[src/rtl/exec_pkg.sv]
`default_nettype none
// ============================================================================
// exec_pkg : shared state encoding and ALU/shifter opcodes for exec_unit
// Rev 1.0
// ============================================================================
package exec_pkg;

  typedef enum logic [1:0] {
    IDLE = 2'd0,
    READ = 2'd1,
    EXEC = 2'd2,
    WB   = 2'd3
  } state_e;

  localparam logic [1:0] ALU_ADD = 2'b00;
  localparam logic [1:0] ALU_SUB = 2'b01;
  localparam logic [1:0] ALU_AND = 2'b10;
  localparam logic [1:0] ALU_MVN = 2'b11;

  localparam logic [1:0] SH_NONE = 2'b00;
  localparam logic [1:0] SH_LSL  = 2'b01;
  localparam logic [1:0] SH_LSR  = 2'b10;
  localparam logic [1:0] SH_ASR  = 2'b11;

endpackage
`default_nettype wire

[src/rtl/exec_alu.sv]
`default_nettype none
// ============================================================================
// exec_alu : B-operand shift/immediate select, ALU and {Z,N,V} flags
// Rev 1.0
// ============================================================================
module exec_alu
  import exec_pkg::*;
#(
  parameter int WIDTH = 16
) (
  input  logic [1:0]       op,
  input  logic [1:0]       shift,
  input  logic [WIDTH-1:0] a,
  input  logic [WIDTH-1:0] b,
  input  logic             use_imm,
  input  logic [WIDTH-1:0] imm,
  output logic [WIDTH-1:0] result,
  output logic [2:0]       flags
);

  logic [WIDTH-1:0] b_sh;
  logic             v;

  always_comb begin
    b_sh = b;
    case (shift)
      SH_LSL:  b_sh = {b[WIDTH-2:0], 1'b0};
      SH_LSR:  b_sh = {1'b0, b[WIDTH-1:1]};
      SH_ASR:  b_sh = {b[WIDTH-1], b[WIDTH-1:1]};
      default: b_sh = b;
    endcase
    if (use_imm) begin
      b_sh = imm;
    end
  end

  // Overflow: operands of like sign (after inverting B for SUB) giving a result of the other sign.
  always_comb begin
    result = '0;
    v      = 1'b0;
    case (op)
      ALU_ADD: begin
        result = a + b_sh;
        v      = (a[WIDTH-1] == b_sh[WIDTH-1]) && (result[WIDTH-1] != a[WIDTH-1]);
      end
      ALU_SUB: begin
        result = a - b_sh;
        v      = (a[WIDTH-1] != b_sh[WIDTH-1]) && (result[WIDTH-1] != a[WIDTH-1]);
      end
      ALU_AND: result = a & b_sh;
      default: result = ~b_sh;
    endcase
  end

  assign flags = {(result == '0), result[WIDTH-1], v};

endmodule
`default_nettype wire

[src/rtl/exec_unit.sv]
`default_nettype none
// ============================================================================
// exec_unit : 4-cycle execute stage (IDLE->READ->EXEC->WB) around a regfile
// Rev 1.0
// ============================================================================
module exec_unit
  import exec_pkg::*;
#(
  parameter  int WIDTH      = 16,
  parameter  int SIZE       = 8,
  localparam int ADDR_WIDTH = $clog2(SIZE)
) (
  input  logic                  clk,
  input  logic                  reset,
  input  logic                  start,
  input  logic [1:0]            op,
  input  logic [1:0]            shift,
  input  logic [ADDR_WIDTH-1:0] rn,
  input  logic [ADDR_WIDTH-1:0] rm,
  input  logic [ADDR_WIDTH-1:0] rd,
  input  logic                  use_imm,
  input  logic [WIDTH-1:0]      imm,
  input  logic                  wb_en,
  output logic [ADDR_WIDTH-1:0] readnum1,
  output logic [ADDR_WIDTH-1:0] readnum2,
  input  logic [WIDTH-1:0]      rf_data1,
  input  logic [WIDTH-1:0]      rf_data2,
  output logic [ADDR_WIDTH-1:0] writenum,
  output logic                  write,
  output logic [WIDTH-1:0]      wb_data,
  output logic                  busy,
  output logic                  done,
  output logic [2:0]            status
);

  state_e                state_q, state_d;
  logic [WIDTH-1:0]      a_q, a_d, b_q, b_d, c_q, c_d, imm_q, imm_d;
  logic [2:0]            status_q, status_d;
  logic [1:0]            op_q, op_d, shift_q, shift_d;
  logic [ADDR_WIDTH-1:0] rn_q, rn_d, rm_q, rm_d, rd_q, rd_d;
  logic                  use_imm_q, use_imm_d, wb_en_q, wb_en_d;

  logic [WIDTH-1:0]      alu_result;
  logic [2:0]            alu_flags;

  exec_alu #(.WIDTH(WIDTH)) u_alu (
    .op      (op_q),
    .shift   (shift_q),
    .a       (a_q),
    .b       (b_q),
    .use_imm (use_imm_q),
    .imm     (imm_q),
    .result  (alu_result),
    .flags   (alu_flags)
  );

  always_comb begin
    state_d   = state_q;
    a_d       = a_q;
    b_d       = b_q;
    c_d       = c_q;
    status_d  = status_q;
    op_d      = op_q;
    shift_d   = shift_q;
    rn_d      = rn_q;
    rm_d      = rm_q;
    rd_d      = rd_q;
    use_imm_d = use_imm_q;
    imm_d     = imm_q;
    wb_en_d   = wb_en_q;
    case (state_q)
      IDLE: begin
        if (start) begin
          op_d      = op;
          shift_d   = shift;
          rn_d      = rn;
          rm_d      = rm;
          rd_d      = rd;
          use_imm_d = use_imm;
          imm_d     = imm;
          wb_en_d   = wb_en;
          state_d   = READ;
        end
      end
      READ: begin
        a_d     = rf_data1;
        b_d     = rf_data2;
        state_d = EXEC;
      end
      EXEC: begin
        c_d      = alu_result;
        status_d = alu_flags;
        state_d  = WB;
      end
      default: state_d = IDLE;
    endcase
  end

  always_ff @(posedge clk) begin
    if (reset) begin
      state_q   <= IDLE;
      a_q       <= '0;
      b_q       <= '0;
      c_q       <= '0;
      status_q  <= '0;
      op_q      <= '0;
      shift_q   <= '0;
      rn_q      <= '0;
      rm_q      <= '0;
      rd_q      <= '0;
      use_imm_q <= 1'b0;
      imm_q     <= '0;
      wb_en_q   <= 1'b0;
    end else begin
      state_q   <= state_d;
      a_q       <= a_d;
      b_q       <= b_d;
      c_q       <= c_d;
      status_q  <= status_d;
      op_q      <= op_d;
      shift_q   <= shift_d;
      rn_q      <= rn_d;
      rm_q      <= rm_d;
      rd_q      <= rd_d;
      use_imm_q <= use_imm_d;
      imm_q     <= imm_d;
      wb_en_q   <= wb_en_d;
    end
  end

  // Gating with reset keeps a WB cycle interrupted by reset from touching the regfile.
  assign readnum1 = rn_q;
  assign readnum2 = rm_q;
  assign writenum = rd_q;
  assign wb_data  = c_q;
  assign status   = status_q;
  assign busy     = (state_q != IDLE);
  assign done     = (state_q == WB) & ~reset;
  assign write    = (state_q == WB) & wb_en_q & ~reset;

endmodule
`default_nettype wire

[config.mk]
export PLATFORM = sky130hd
export DESIGN_NAME = exec_unit
export DESIGN_NICKNAME = d
export VERILOG_FILES = /design/src/rtl/exec_pkg.sv /design/src/rtl/exec_alu.sv /design/src/rtl/exec_unit.sv
export SDC_FILE = /design/constraint.sdc
export NUM_CORES = 1
export LEC_CHECK = 0
export ABC_AREA = 1
export CORE_MARGIN = 2
export CORE_UTILIZATION = 58
export CTS_CLUSTER_SIZE = 40
export DETAILED_ROUTE_END_ITERATION = 12
export DONT_BUFFER_PORTS = 1
export PLACE_DENSITY = 0.74
export SLEW_MARGIN = 40
export SYNTH_ARGS = -nofsm -noshare
export SYNTH_HDL_FRONTEND = slang
export SYNTH_HIERARCHICAL = 1
export SYNTH_SLANG_ARGS = --single-unit
[constraint.sdc]
create_clock -name clk -period 7.43 [get_ports clk]
set_input_delay 0.743 -clock clk [delete_from_list [all_inputs] [get_ports clk]]
set_output_delay 0.743 -clock clk [all_outputs]
set_load 0.02 [all_outputs]
### Word-level counts from Yosys, hierarchy flattened

Index checks and enable logic that the tools add are counted.

| word-level totals | value |
|---|---|
| flip-flop bits (word level) | 84 |
| input bits | 66 |
| output and inout bits | 31 |

| operators by class | value |
|---|---|
| $add $sub $neg | 2 |
| equal/unequal tests | 13 |
| multiplexer cells | 6 |
| bitwise operators | 6 |
| reductions and logical operators | 7 |

Operator list:

| kind | number |
|---|---|
| $pmux W16 S3 | 2 |
| $add A16 B16 Y16 | 1 |
| $and A16 B16 Y16 | 1 |
| $logic_not A16 Y1 | 1 |
| $mux W16 | 1 |
| $not A16 Y16 | 1 |
| $sub A16 B16 Y16 | 1 |
| $eq A2 B2 Y1 const B | 5 |
| $eq A2 B1 Y1 const B | 3 |
| $pmux W2 S3 | 1 |
| $logic_not A2 Y1 | 2 |
| $and A1 B1 Y1 | 3 |
| $ne A1 B1 Y1 | 3 |
| $logic_and A1 B1 Y1 | 2 |
| $mux W2 | 1 |
| $ne A2 B2 Y1 const B | 1 |
| $pmux W1 S2 | 1 |
| $reduce_and A2 Y1 | 1 |
| $reduce_bool A2 Y1 | 1 |
| $eq A1 B1 Y1 | 1 |
| $not A1 Y1 | 1 |

### Depth between registers and ports, before layout

| depth | value |
|---|---|
| depth after elaboration | 7 |
| depth in mapped cells | 23 |

### By module

Netlist, hierarchy kept.

Modules (own cells, without submodules):

| module | times used | cells an instance | area each (µm²) | seq. area each (µm²) |
|---|---|---|---|---|
| exec_unit | 1 | 386 | 3136.8 | 1681.6 |
| exec_alu | 1 | 584 | 2982.9 | 0.0 |

### Least setup slack after synthesis

No wires, ideal clock.

| timing path | value |
|---|---|
| kind | register -> register |
| start | reg shift_q[1] |
| end | reg status_q[0] (netlist: status[0]) |
| data arrival time | 2602 ps |
| data required time | 7317 ps |
| setup slack | 4715 ps |
| cell stages (with the launch flop) | 19 |
| buffers on the path | 3 |
| period minus slack after synthesis | 2715 ps |
| path through | dfxtp_1 buf_4 clkinv_1 o221ai_1 and2_1 inv_1 ha_1 buf_2 nor2_1 inv_1 nor3_1 a21oi_1 nand2_2 or2_2 nand3_1 nand2_1 buf_4 nor2_1 nor2_1 |

| on the way | value |
|---|---|
| cells in the longest elaborated chain, start to end | 7 |

Ends and longest elaborated chain:

| what | line | RTL |
|---|---|---|
| start, declared | exec_unit.sv:39 | `logic [1:0] op_q, op_d, shift_q, shift_d;` |
| start signal, assigned | exec_unit.sv:121 | `shift_q <= shift_d;` |
| $eq A2 B2 Y1 / $eq A2 B1 Y1 (equally long branches) | exec_alu.sv:26 | `case (shift)` |
| $pmux W16 S3 (*) | exec_alu.sv:26 |  |
| $mux W16 (*) | exec_alu.sv:32 | `if (use_imm) begin` |
| $sub A16 B16 Y16 / $add A16 B16 Y16 (equally long branches) | exec_alu.sv:47, exec_alu.sv:43 |  |
| $ne A1 B1 Y1, on equally long branches | exec_alu.sv:48, exec_alu.sv:44 |  |
| $logic_and A1 B1 Y1, on equally long branches | exec_alu.sv:48, exec_alu.sv:44 |  |
| $pmux W1 S2 (*) | exec_alu.sv:41 | `case (op)` |
| net u_alu.v | exec_alu.sv:22 | `logic v;` |
| end signal, assigned | exec_unit.sv:119 | `status_q <= status_d;` |
| end, declared | exec_unit.sv:38 | `logic [2:0] status_q, status_d;` |

Mark *: on every way through the listed nets, which the timed path passes. The rest lies on a longest branch.
A chain may end at the register's enable or synchronous reset.

### Worst setup path after layout

| timing path | value |
|---|---|
| start | reg shift_q[1] |
| end | reg status_q[2] (netlist: status[2]) |

| on the way | value |
|---|---|
| cells in the longest elaborated chain, start to end | 6 |

Ends and longest elaborated chain:

| what | line | RTL |
|---|---|---|
| $eq A2 B2 Y1 / $eq A2 B1 Y1 (equally long branches) | exec_alu.sv:26 |  |
| $pmux W16 S3 (*) | exec_alu.sv:26 |  |
| $mux W16 (*) | exec_alu.sv:32 |  |
| $sub A16 B16 Y16 (tied with other cells) | exec_alu.sv:47 | `result = a - b_sh;` |
| $pmux W16 S3 (*) | exec_alu.sv:41 |  |
| $logic_not A16 Y1 (*) | exec_alu.sv:55 | `assign flags = {(result == '0), result[WIDTH-1], v};` |
| net alu_flags[2] | exec_unit.sv:44 | `logic [2:0] alu_flags;` |

Marks and branches as above.

==> results.md <==
- First-pass DRT Iterations: 6
- CP Capture Type: register
- Xor and xnor fraction of the mapped netlist area: 0.00143
- Antenna cells: 0
- Starting DRT DRC Count: 444
- Global-route wire length before repair: 27600 microns
- Initial core utilization: 0.595
- EDFF count, synth: 0
- Via count: 6062
- Pwr dens: 480 mW/mm^2
- P_leak: 2.98 nW
- Arr. time, crit path: 3.97 ns
- Status: completed
- Num ports: 97
- CTS tree: built
- Max cap viols: 0
- Routed length per instance: 15.7 microns
- Gpl congestion: 0.978
- Peak VDD IR: 0.212 mV
- Final Instance Count excl. Fillers: 1076
- Largest net degree at the start of global routing: 53
- Async SR Flop Fraction: 0
- Final wirelength: 16900 microns
- Mux contribution to synthesized area: 0
- Area growth syn-to-layout: 0.409%
- Post-DP HPWL: 12600 microns
- CP max-delay cell: nor2_2
- CTS Sinks: 84
- Final setup viols: 0
- Die height: 107 microns
- Vias per cell: 5.63
- Total GRT Usage: 0.305
- Worst slew margin: 0.507
- Grt total ovfl: 0
- Setup repair after global routing missed its margin: false
- Compound-Gate Fraction of Synth Area: 0.139
- Post-Synth Simple-Gate Area: 0.368
- Final Hold Vio Count: 0
- Yosys reg bits: 84
- Slew of the pin with the lowest slew margin: 0.739 ns
- Worst skew pair latency: 0.37 ns
- Worst Setup Slack, final: 3.78 ns
- Core Area: 0.0103 sq mm
- I/O Buffers: 0
- Cells after DPL: 1060
- Hold Buf Count CTS: 0
- Post-synth cell types: 45
- CP cell instances: nor2_2, nand2_1, nand2_1, nand2_1, inv_1, ha_1, inv_1, fa_1, inv_1, nand2_1, nand2_1, nand3_1, nand3_1, nand3_1, nand2_1, nand2_1, nor2_1, nand2_1, nor3_2, nand3_1, nor2_1, nor2_1, nor2_1
- Cell mode on critical path: nand2_1
- Residual DRC: 0
- Worst slack, placed: 3.90 ns
- Main synth FF type: dfxtp_1
- Vias in the first global route: 5565
- Core Util, Final: 0.598
- Setup Fix Bufs, Post-CTS: 0
- Mapped Area: 0.00612 sq mm
- Post-Synth Adder-Cell Area: 0.0842
- Die Wd: 107 microns
- Share of layout cells above drive strength 1: 0.0574
- Hold Slack: 0.432 ns
- Mean area per synthesized cell: 6.31 sq um
- Total Neg Setup Slack: 0 ns
- Final Cell Area: 0.00614 sq mm
- Largest fanout on the critical path: 14
- Root Buffer: clkbuf_8
- Fin crit share: 0.492
- CTS buffer count: 9
- Pwr Total: 2.95 mW
- H-tree levels: 3
- Site Rows: 37
- Mapped Nets: 1076
- Initial antenna violation count: 0
- Cells after Synth: 970
- Placed cell areas: 0.00595 sq mm
- Crit-path leading delay family: simple AND/OR/NAND/NOR gates
- Register area share after synthesis: 0.275
- Post-CTS Resized: 0
- Worst endpoint required time: 7.75 ns
- Fmax: 274 MHz
- Yosys warns: 6
- Count of pins over their slew limit: 0
- Crit Path Category: register to register
- Die Area: 0.0114 sq mm
- Critical Path Start Type: register
- NumNets Final: 1041
- Antenna-violating nets left: 0
- Slowest stage delay, CP: 0.48 ns
- Type of the most critical hold path: input port to register
- Clock transition at path regs: 0.09 ns
- Clock Skew: 0.0111 ns
- Main combinational cell family by area after synthesis: simple AND/OR/NAND/NOR gates
- Maximum clock path buffer count: 2
- WP buf/inv: 3
- Min Tclk post-route: 3.65 ns
-- flip-flops by register name, summed over array words and instances (netlist names) --
name	count
a_q	16
b_q	16
imm_q	16
wb_data	16
readnum1	3
readnum2	3
status	3
writenum	3
op_q	2
shift_q	2
state_q	2
use_imm_q	1
wb_en_q	1
-- final timing paths --
| path | start | end | slack (ns) | cells past startpoint |
|---|---|---|---|---|
| worst max register to register | shift_q[1]$_SDFFE_PP0P_ | status[2]$_SDFFE_PP0N_ | 3.78 | 23 |
| worst max-delay path | shift_q[1]$_SDFFE_PP0P_ | status[2]$_SDFFE_PP0N_ | 3.78 | 23 |
| worst min register to register | imm_q[1]$_SDFFE_PP0P_ | imm_q[1]$_SDFFE_PP0P_ | 0.46 | 2 |
| worst min-delay path | reset | readnum1[2]$_SDFFE_PP0P_ | 0.43 | 1 |
-- metal layers --
layer,GRT usage,up-vias,part of all wire
li1,-,3049,-
met1,0.418,2738,0.45
met2,0.479,239,0.44
met3,0.0468,36,0.075
met4,0.128,0,0.032
met5,0,-,0
-- cell usage after synthesis, types with 2 or more instances --
| library cell | n | share of area |
|---|---|---|
| ha_1 | 38 | 0.078 |
| o21ai_0 | 52 | 0.043 |
| o221ai_1 | 8 | 0.011 |
| a22oi_1 | 3 | 0.0037 |
| clkbuf_2 | 4 | 0.0033 |
| or2_0 | 2 | 0.0020 |
| nand3_1 | 113 | 0.092 |
| nand4_1 | 8 | 0.0082 |
| dfxtp_1 | 84 | 0.27 |
| a21oi_1 | 63 | 0.052 |
| a21oi_2 | 4 | 0.0057 |
| nand2_1 | 218 | 0.13 |
| o21ai_1 | 20 | 0.016 |
| o21bai_1 | 2 | 0.0025 |
| nor2_1 | 145 | 0.089 |
| buf_6 | 16 | 0.029 |
| and2_1 | 6 | 0.0061 |
| nor3_2 | 2 | 0.0033 |
| inv_1 | 107 | 0.066 |
| buf_4 | 9 | 0.011 |
| nand3_2 | 2 | 0.0033 |
| clkbuf_1 | 2 | 0.0012 |
| nand2_2 | 6 | 0.0061 |
| nand3b_1 | 4 | 0.0049 |
| buf_2 | 15 | 0.012 |
| fa_1 | 2 | 0.0065 |
| or2_1 | 2 | 0.0020 |
| nor3_1 | 4 | 0.0033 |
| or2_2 | 2 | 0.0020 |
| inv_2 | 10 | 0.0061 |
| nor2_2 | 3 | 0.0031 |
-- cells by family after synthesis --
kind of cell,Yosys count
compound gates,157
xor+xnor,1
fa+ha+maj,40
buf+inv,167
flops,84
simple gates,521
-- cell type report --
cell class              count  area [sq um]
clock buffers               9           124
clock inverters             7          73.8
fillers                  1065          4130
inverters                 119           449
multi-input cells         719          3630
flip-flops and latches     84          1680
well taps                 136           170
repair buffers              2          15.0
-- placed cells by master, fill, tap and decap left out, types with 2 or more instances in the layout --
cell	n
nand2_1	218
nor2_1	145
nand3_1	113
inv_1	106
dfxtp_1	83
a21oi_1	63
o21ai_0	52
ha_1	37
o21ai_1	20
inv_2	11
clkbuf_8	9
o221ai_1	8
nand4_1	8
and2_1	6
nand2_2	6
a21oi_2	4
nor3_1	4
nand3b_1	4
nor2_2	3
a22oi_1	3
clkinv_2	2
inv_6	2
buf_4	2
or2_2	2
o21bai_1	2
or2_1	2
or2_0	2
nor3_2	2
nand3_2	2
fa_1	2
-- where the power goes --
group,total [mW],leakage [nW],switching [mW],internal (mW)
combinational,1.84,2.19,1.25,0.586
sequential,0.771,0.690,0.190,0.582
clock,0.338,0.100,0.181,0.157
(Power assumes the default switching activity.)
